--- src/rtl/ft_rd_engine.sv ---
// ft_rd_engine: FT232H synchronous-FIFO (FT245-sync) burst read engine.
// Serialises a 6-byte read command onto the FT232H bus, turns the bus around,
// collects the response bytes and packs them into 64-bit beats.
// Ports:
//   req_*   : burst request (address, beats-1), accepted only in IDLE
//   resp_*  : 64-bit beat stream, single holding register, valid/ready
//   adbus_* : FT232H data bus (tri-state resolved outside)
//   txe_n/rxf_n/wr_n/rd_n/oe_n/siwu_n : FT232H FIFO control pins
module ft_rd_engine #(
  parameter int unsigned ADDR_W  = 32,
  parameter int unsigned LEN_W   = 3,
  parameter int unsigned TIMEOUT = 1024
) (
  input  logic              clk,
  input  logic              rst_n,
  input  logic              req_valid,
  output logic              req_ready,
  input  logic [ADDR_W-1:0] req_addr,
  input  logic [LEN_W-1:0]  req_len,
  output logic              resp_valid,
  input  logic              resp_ready,
  output logic [63:0]       resp_data,
  output logic              resp_last,
  output logic              resp_err,
  input  logic [7:0]        adbus_i,
  output logic [7:0]        adbus_o,
  output logic              adbus_oe,
  input  logic              txe_n,
  input  logic              rxf_n,
  output logic              wr_n,
  output logic              rd_n,
  output logic              oe_n,
  output logic              siwu_n
);

  localparam int unsigned TMO_W  = 16;
  localparam int unsigned IDX_W  = 3;
  localparam logic [7:0]  CMD_RD = 8'h52;

  typedef enum logic [2:0] {
    S_IDLE, S_CMD, S_TURN, S_RD, S_ABORT, S_DONE
  } state_e;

  state_e             state_q, state_d;
  logic [31:0]        addr_q, addr_d;
  logic [LEN_W-1:0]   len_q, len_d;
  logic [LEN_W-1:0]   beat_cnt_q, beat_cnt_d;
  logic [IDX_W-1:0]   idx_q, idx_d;
  logic [IDX_W-1:0]   byte_cnt_q, byte_cnt_d;
  logic [TMO_W-1:0]   tmo_q, tmo_d;
  logic [7:0][7:0]    lane_q, lane_d;
  logic               resp_valid_q, resp_valid_d;
  logic               resp_last_q, resp_last_d;
  logic               resp_err_q, resp_err_d;
  logic [63:0]        resp_data_q, resp_data_d;
  logic               stall_c;
  logic               capture_c;

  // State and datapath registers
  always_ff @(posedge clk or negedge rst_n) begin
    if (!rst_n) begin
      state_q      <= S_IDLE;
      addr_q       <= '0;
      len_q        <= '0;
      beat_cnt_q   <= '0;
      idx_q        <= '0;
      byte_cnt_q   <= '0;
      tmo_q        <= '0;
      lane_q       <= '0;
      resp_valid_q <= 1'b0;
      resp_last_q  <= 1'b0;
      resp_err_q   <= 1'b0;
      resp_data_q  <= '0;
    end else begin
      state_q      <= state_d;
      addr_q       <= addr_d;
      len_q        <= len_d;
      beat_cnt_q   <= beat_cnt_d;
      idx_q        <= idx_d;
      byte_cnt_q   <= byte_cnt_d;
      tmo_q        <= tmo_d;
      lane_q       <= lane_d;
      resp_valid_q <= resp_valid_d;
      resp_last_q  <= resp_last_d;
      resp_err_q   <= resp_err_d;
      resp_data_q  <= resp_data_d;
    end
  end

  // Next-state, datapath and pin control
  always_comb begin
    state_d      = state_q;
    addr_d       = addr_q;
    len_d        = len_q;
    beat_cnt_d   = beat_cnt_q;
    idx_d        = idx_q;
    byte_cnt_d   = byte_cnt_q;
    tmo_d        = tmo_q;
    lane_d       = lane_q;
    resp_valid_d = resp_valid_q;
    resp_last_d  = resp_last_q;
    resp_err_d   = resp_err_q;
    resp_data_d  = resp_data_q;
    req_ready    = 1'b0;
    adbus_o      = 8'h00;
    adbus_oe     = 1'b0;
    wr_n         = 1'b1;
    rd_n         = 1'b1;
    oe_n         = 1'b1;
    stall_c      = 1'b0;
    capture_c    = 1'b0;

    // Handshake drains the holding register; a same-cycle load below overrides
    if (resp_valid_q && resp_ready) resp_valid_d = 1'b0;

    case (state_q)
      S_IDLE: begin
        req_ready = 1'b1;
        if (req_valid) begin
          addr_d     = 32'(req_addr);
          len_d      = req_len;
          idx_d      = '0;
          byte_cnt_d = '0;
          beat_cnt_d = '0;
          tmo_d      = '0;
          state_d    = S_CMD;
        end
      end
      S_CMD: begin
        adbus_oe = 1'b1;
        wr_n     = txe_n;
        case (idx_q)
          3'd0:    adbus_o = CMD_RD;
          3'd1:    adbus_o = 8'(len_q);
          3'd2:    adbus_o = addr_q[7:0];
          3'd3:    adbus_o = addr_q[15:8];
          3'd4:    adbus_o = addr_q[23:16];
          3'd5:    adbus_o = addr_q[31:24];
          default: adbus_o = 8'h00;
        endcase
        if (!txe_n) begin
          if (idx_q == 3'd5) state_d = S_TURN;
          else               idx_d   = idx_q + 3'd1;
        end
      end
      S_TURN: begin
        oe_n    = 1'b0;
        tmo_d   = '0;
        state_d = S_RD;
      end
      S_RD: begin
        oe_n = 1'b0;
        // Never take byte 7 of the next beat while the previous beat is held
        stall_c   = (byte_cnt_q == 3'd7) && resp_valid_q && !resp_ready;
        rd_n      = rxf_n | stall_c;
        capture_c = !(rxf_n | stall_c);
        if (capture_c) begin
          lane_d[byte_cnt_q] = adbus_i;
          byte_cnt_d         = byte_cnt_q + 3'd1;
          tmo_d              = '0;
          if (byte_cnt_q == 3'd7) begin
            resp_valid_d = 1'b1;
            resp_data_d  = lane_d;
            resp_last_d  = (beat_cnt_q == len_q);
            resp_err_d   = 1'b0;
            beat_cnt_d   = beat_cnt_q + LEN_W'(1);
            if (beat_cnt_q == len_q) state_d = S_DONE;
          end
        end else begin
          tmo_d = tmo_q + 16'd1;
          if (tmo_d == TMO_W'(TIMEOUT)) state_d = S_ABORT;
        end
      end
      S_ABORT: begin
        // Bus released; emit the error beat once the holding register is empty
        if (!resp_valid_q) begin
          resp_valid_d = 1'b1;
          resp_data_d  = '0;
          resp_err_d   = 1'b1;
          resp_last_d  = 1'b1;
          state_d      = S_DONE;
        end
      end
      S_DONE: begin
        if (resp_valid_q && resp_ready) state_d = S_IDLE;
      end
      default: state_d = S_IDLE;
    endcase
  end

  assign resp_valid = resp_valid_q;
  assign resp_data  = resp_data_q;
  assign resp_last  = resp_last_q;
  assign resp_err   = resp_err_q;
  assign siwu_n     = 1'b1;

endmodule

--- config.mk ---
export PLATFORM = sky130hd
export DESIGN_NAME = ft_rd_engine
export DESIGN_NICKNAME = d
export VERILOG_FILES = /design/src/rtl/ft_rd_engine.sv
export SDC_FILE = /design/constraint.sdc
export NUM_CORES = 1
export LEC_CHECK = 0
export BUFFER_PORTS_ARGS = -buffer_cell sky130_fd_sc_hd__buf_2
export CAP_MARGIN = 30
export CORE_MARGIN = 2
export CORE_UTILIZATION = 34
export CTS_CLUSTER_SIZE = 20
export DETAILED_ROUTE_END_ITERATION = 16
export PLACE_DENSITY = 0.61
export SYNTH_ARGS = -nofsm -noshare
export SYNTH_HDL_FRONTEND = slang
export SYNTH_SLANG_ARGS = --single-unit
--- constraint.sdc ---
create_clock -name clk -period 2.8 [get_ports clk]
set_input_delay 0.56 -clock clk [delete_from_list [all_inputs] [get_ports clk]]
set_output_delay 0.56 -clock clk [all_outputs]
set_load 0.02 [all_outputs]
==> impl_metrics.py <==
metrics = {
    "power_and_ir_drop": {
        "combPwrFrac_pct": 36.5,
        "seqPwrFrac_pct": 40.3,
        "total_leakage_power_nw": 5.29,
        "vdd_drop_max_uv": 467,
        "internal_power_w": 0.00680,
        "clkPwrFrac_pct": 23.3,
        "switching_share_pct": 38.9,
        "switchingPower_w": 0.00433,
        "powerDensity_mw_per_mm2": 1030,
    },
    "cts": {
        "clock_sinks": 194,
        "tritoncts": "yes",
        "clk_pin_slew_worst_paths_ns": 0.08,
        "h-tree-depth": 4,
        "clock_path_buffers": 2,
        "cts_buffers": 17,
        "clockRootBuffer": "clkbuf_16",
        "clkLatencyLatePin_ns": 0.44,
    },
    "die": {
        "die_h_um": 168,
        "rows": 59,
        "core_area_mm2": 0.0262,
        "dieArea_mm2": 0.0281,
        "io_pins": 130,
        "fp.dieW_um": 168,
        "initial_core_util_pct": 34.7,
    },
    "logic_synthesis": {
        "synthMuxAreaShare_pct": 15.2,
        "synthAdderAreaFrac_pct": 1.37,
        "ys_seq_elements": 194,
        "synth_xor_xnor_area_share_pct": 0.770,
        "synth-simple-area-share_pct": 15.4,
        "syn_inst": 880,
        "ys_types": 61,
        "synth_compound_area_share_pct": 10.4,
        "synth_edf_count": 0,
        "synth_top_family_by_area": "simple AND/OR/NAND/NOR gates",
        "synthesis.area_mm2": 0.00910,
        "avgSynthCellArea_um2": 10.3,
        "synth_area_leader_cell": "dfrtp_1",
        "async_flop_share_pct": 100,
        "synth.area.top_cells": "dfrtp_1 53%, nand2_1 8.5%, mux2_2 7.9%, mux2i_1 7.3%, o21ai_0 4.9%",
        "ys_warn_count": 0,
        "netlist.area_leader.share_pct": 53.3,
        "syn_nets": 939,
        "ys.flop_type": "dfrtp_1",
        "ys_seq_area_share_pct": 53.3,
    },
    "final_layout": {
        "fin_util_pct": 41.1,
        "layout-drive-gt1-share_pct": 28.3,
        "design_area_mm2": 0.0108,
        "area_delta_synth_final_pct": 18.3,
        "fin_nets": 1045,
        "fin_cells": 1335,
    },
    "worst_setup_path": {
        "crit_required_ns": 2.24,
        "reg2reg_slack_ns": 0.32,
        "critPathKind": "flop to output port",
        "worstPathMaxFanout": 8,
        "crit_family": "buffers and inverters",
        "rr_startpoint": "tmo_q[0]",
        "critPathLaunchType": "flop",
        "cp_slowest_stage_delay_ns": 0.42,
        "worstPathArrival_ns": 2.09,
        "path_buf_inv": 3,
        "r2r_cells": 7,
        "worst_r2r_endpoint": "state_q[1]",
        "cp_cell_sequence": "inv_1 > ha_1 > nor2b_1 > o41ai_2 > buf_4 > a31oi_1 > buf_2",
        "crit_path_top_delay_cell": "dfrtp_1",
        "crit_cells": 7,
        "endpoint_kind": "output port",
    },
    "worst_hold_path": {
        "hp-class": "primary input to async pin",
    },
    "global_routing": {
        "antenna_found_initial": 1,
        "grt_pass1_wl_um": 37100,
        "grt_pass1_vias": 6774,
        "grt_max_degree": 67,
        "grt.total_usage_pct": 16.5,
        "overflow": 0,
    },
    "outcome": {
        "status": "complete, no violations",
    },
    "timing": {
        "worstMarginPinSlew_ns": 0.852,
        "setup_slack_ns": 0.150,
        "period_minus_slack_ns": 2.65,
        "hold_violations": 0,
        "slew_headroom_pct": 43.0,
        "maxSlewViolCount": 0,
        "fin_setup_tns_ns": 0,
        "skew_ns": 0.0164,
        "fmax_mhz": 377,
        "rsz0062_at_grt": "true",
        "fin_crit_sh_pct": 94.6,
        "setup_viol": 0,
    },
    "drt": {
        "remaining_drc_errors": 0,
        "ant_nets": 0,
        "dr.pass1.iters": 5,
        "wl_per_cell_um": 16.6,
        "viasPerCell": 5.02,
        "drt_wl_total_um": 22200,
        "vias": 6701,
        "drtIter0Drc": 410,
    },
    "flow_run": {
        "maxCapViolCount": 0,
    },
    "placed_design": {
        "dpl_cell_area_mm2": 0.0101,
        "portBuffers": 128,
        "dp_cells": 1301,
        "dp_worst_setup_slack_ns": 0.263,
        "globalplace.congestion": 0.775,
        "place_hpwl_um": 14900,
    },
}
how the worst max path moves through the flow:
stage,from,end
CTS,state_q[2],adbus_o[4]
detailed placement,byte_cnt_q[1],resp_last
finish,idx_q[0],adbus_o[4]
floorplan,idx_q[0],adbus_o[0]
global placement,tmo_q[0],state_q[1]
global route,idx_q[0],adbus_o[1]
cell families (layout without fill, tap and decap cells):
logic type | count (synthesis) | in the layout
flops | 194 | 194
buf+inv | 76 | 195
compound gates | 162 | 162
mux | 130 | 130
xor+xnor | 8 | 8
fa+ha+maj | 10 | 10
other cells | 1 | 2
simple gates | 299 | 299
through the flow:
step	power, W	hold WS (ns)
2_1_floorplan	0.00718	0.264
3_3_place_gp	0.00850	0.453
3_5_place_dp	0.00860	0.458
4_1_cts	0.0112	0.136
5_1_grt	0.0119	0.131
6_report	0.0111	0.0962
registers in the layout (all words and copies together) (netlist names), 3 cells and up:
signal      count
addr_q         32
state_q         3
beat_cnt_q      3
tmo_q          16
byte_cnt_q      3
len_q           3
idx_q           3
resp_data      64
lane_q         64
synthesized netlist by cell type (5+ instances only):
master / n
nand2_1: 205
dfrtp_1: 194
o21ai_0: 89
mux2i_1: 66
mux2_2: 64
clkbuf_1: 38
a21oi_1: 21
nor2_1: 18
nand3_1: 15
buf_2: 13
o21ai_1: 11
buf_1: 10
ha_1: 10
inv_1: 8
nor3_1: 8
a22oi_1: 7
a31oi_1: 6
buf_4: 6
xnor2_1: 6
and2_1: 5
nor3b_1: 5
cell usage in the layout, fill, tap and decap left out, types with 4 or more instances in the layout:
| cell | n |
|---|---|
| mux2i_1 | 66 |
| inv_1 | 7 |
| nor2_4 | 4 |
| dfrtp_1 | 191 |
| nand2_1 | 205 |
| nor2b_1 | 4 |
| nand3_1 | 15 |
| buf_4 | 25 |
| nor3b_1 | 5 |
| buf_2 | 126 |
| xnor2_1 | 6 |
| inv_8 | 4 |
| nand3b_1 | 4 |
| or2_2 | 4 |
| o21ai_1 | 11 |
| and2_1 | 5 |
| ha_1 | 8 |
| a21oi_1 | 21 |
| nor2_1 | 18 |
| clkbuf_16 | 17 |
| a22oi_1 | 7 |
| mux2_2 | 64 |
| nor3_1 | 8 |
| o31ai_1 | 4 |
| a31oi_1 | 6 |
| o21ai_0 | 88 |
what timing repair did:
item                                   CTS  global route
hold buffers                             0             0
cloned                                   0             0
setup endpoints to repair                7            12
gates resized for setup                  3             6
buffers inserted                         1             0
endpoints found under the hold margin    0             0
per-layer routing:
metal | part of all wire (%) | global-route usage (%) | up-vias
li1 | - | - | 3247
met1 | 48 | 23.5 | 3296
met2 | 46 | 26.2 | 150
met3 | 4.6 | 3.50 | 8
met4 | 0.63 | 3.14 | 0
met5 | 0 | 0 | -
worst register-to-register path: stages, from the launching register on:
cell,delay (ns)
dfrtp_1,0.49
ha_1,0.43
and4_1,0.34
mux2i_1,0.20
mux2i_1,0.11
a2111o_1,0.38
nor4_2,0.27
o22ai_1,0.13
power groups by stage:
stage          sequential, W  clock, W  combinational, W
6_report             0.00448   0.00259           0.00406
5_1_grt              0.00463   0.00278           0.00454
4_1_cts              0.00448   0.00265           0.00411
3_5_place_dp         0.00455         0           0.00405
3_3_place_gp         0.00452         0           0.00398
2_1_floorplan        0.00489         0           0.00229
area by class of cell:
type | count | area (um2)
multi-input cells | 610 | 3950
well taps | 335 | 419
clock inverters | 14 | 191
fillers | 2562 | 15400
diodes | 1 | 2.50
clock buffers | 18 | 439
inverters | 9 | 33.8
repair buffers | 154 | 872
flip-flops and latches | 194 | 4860
Note: power is estimated with default switching activity, not from simulation.
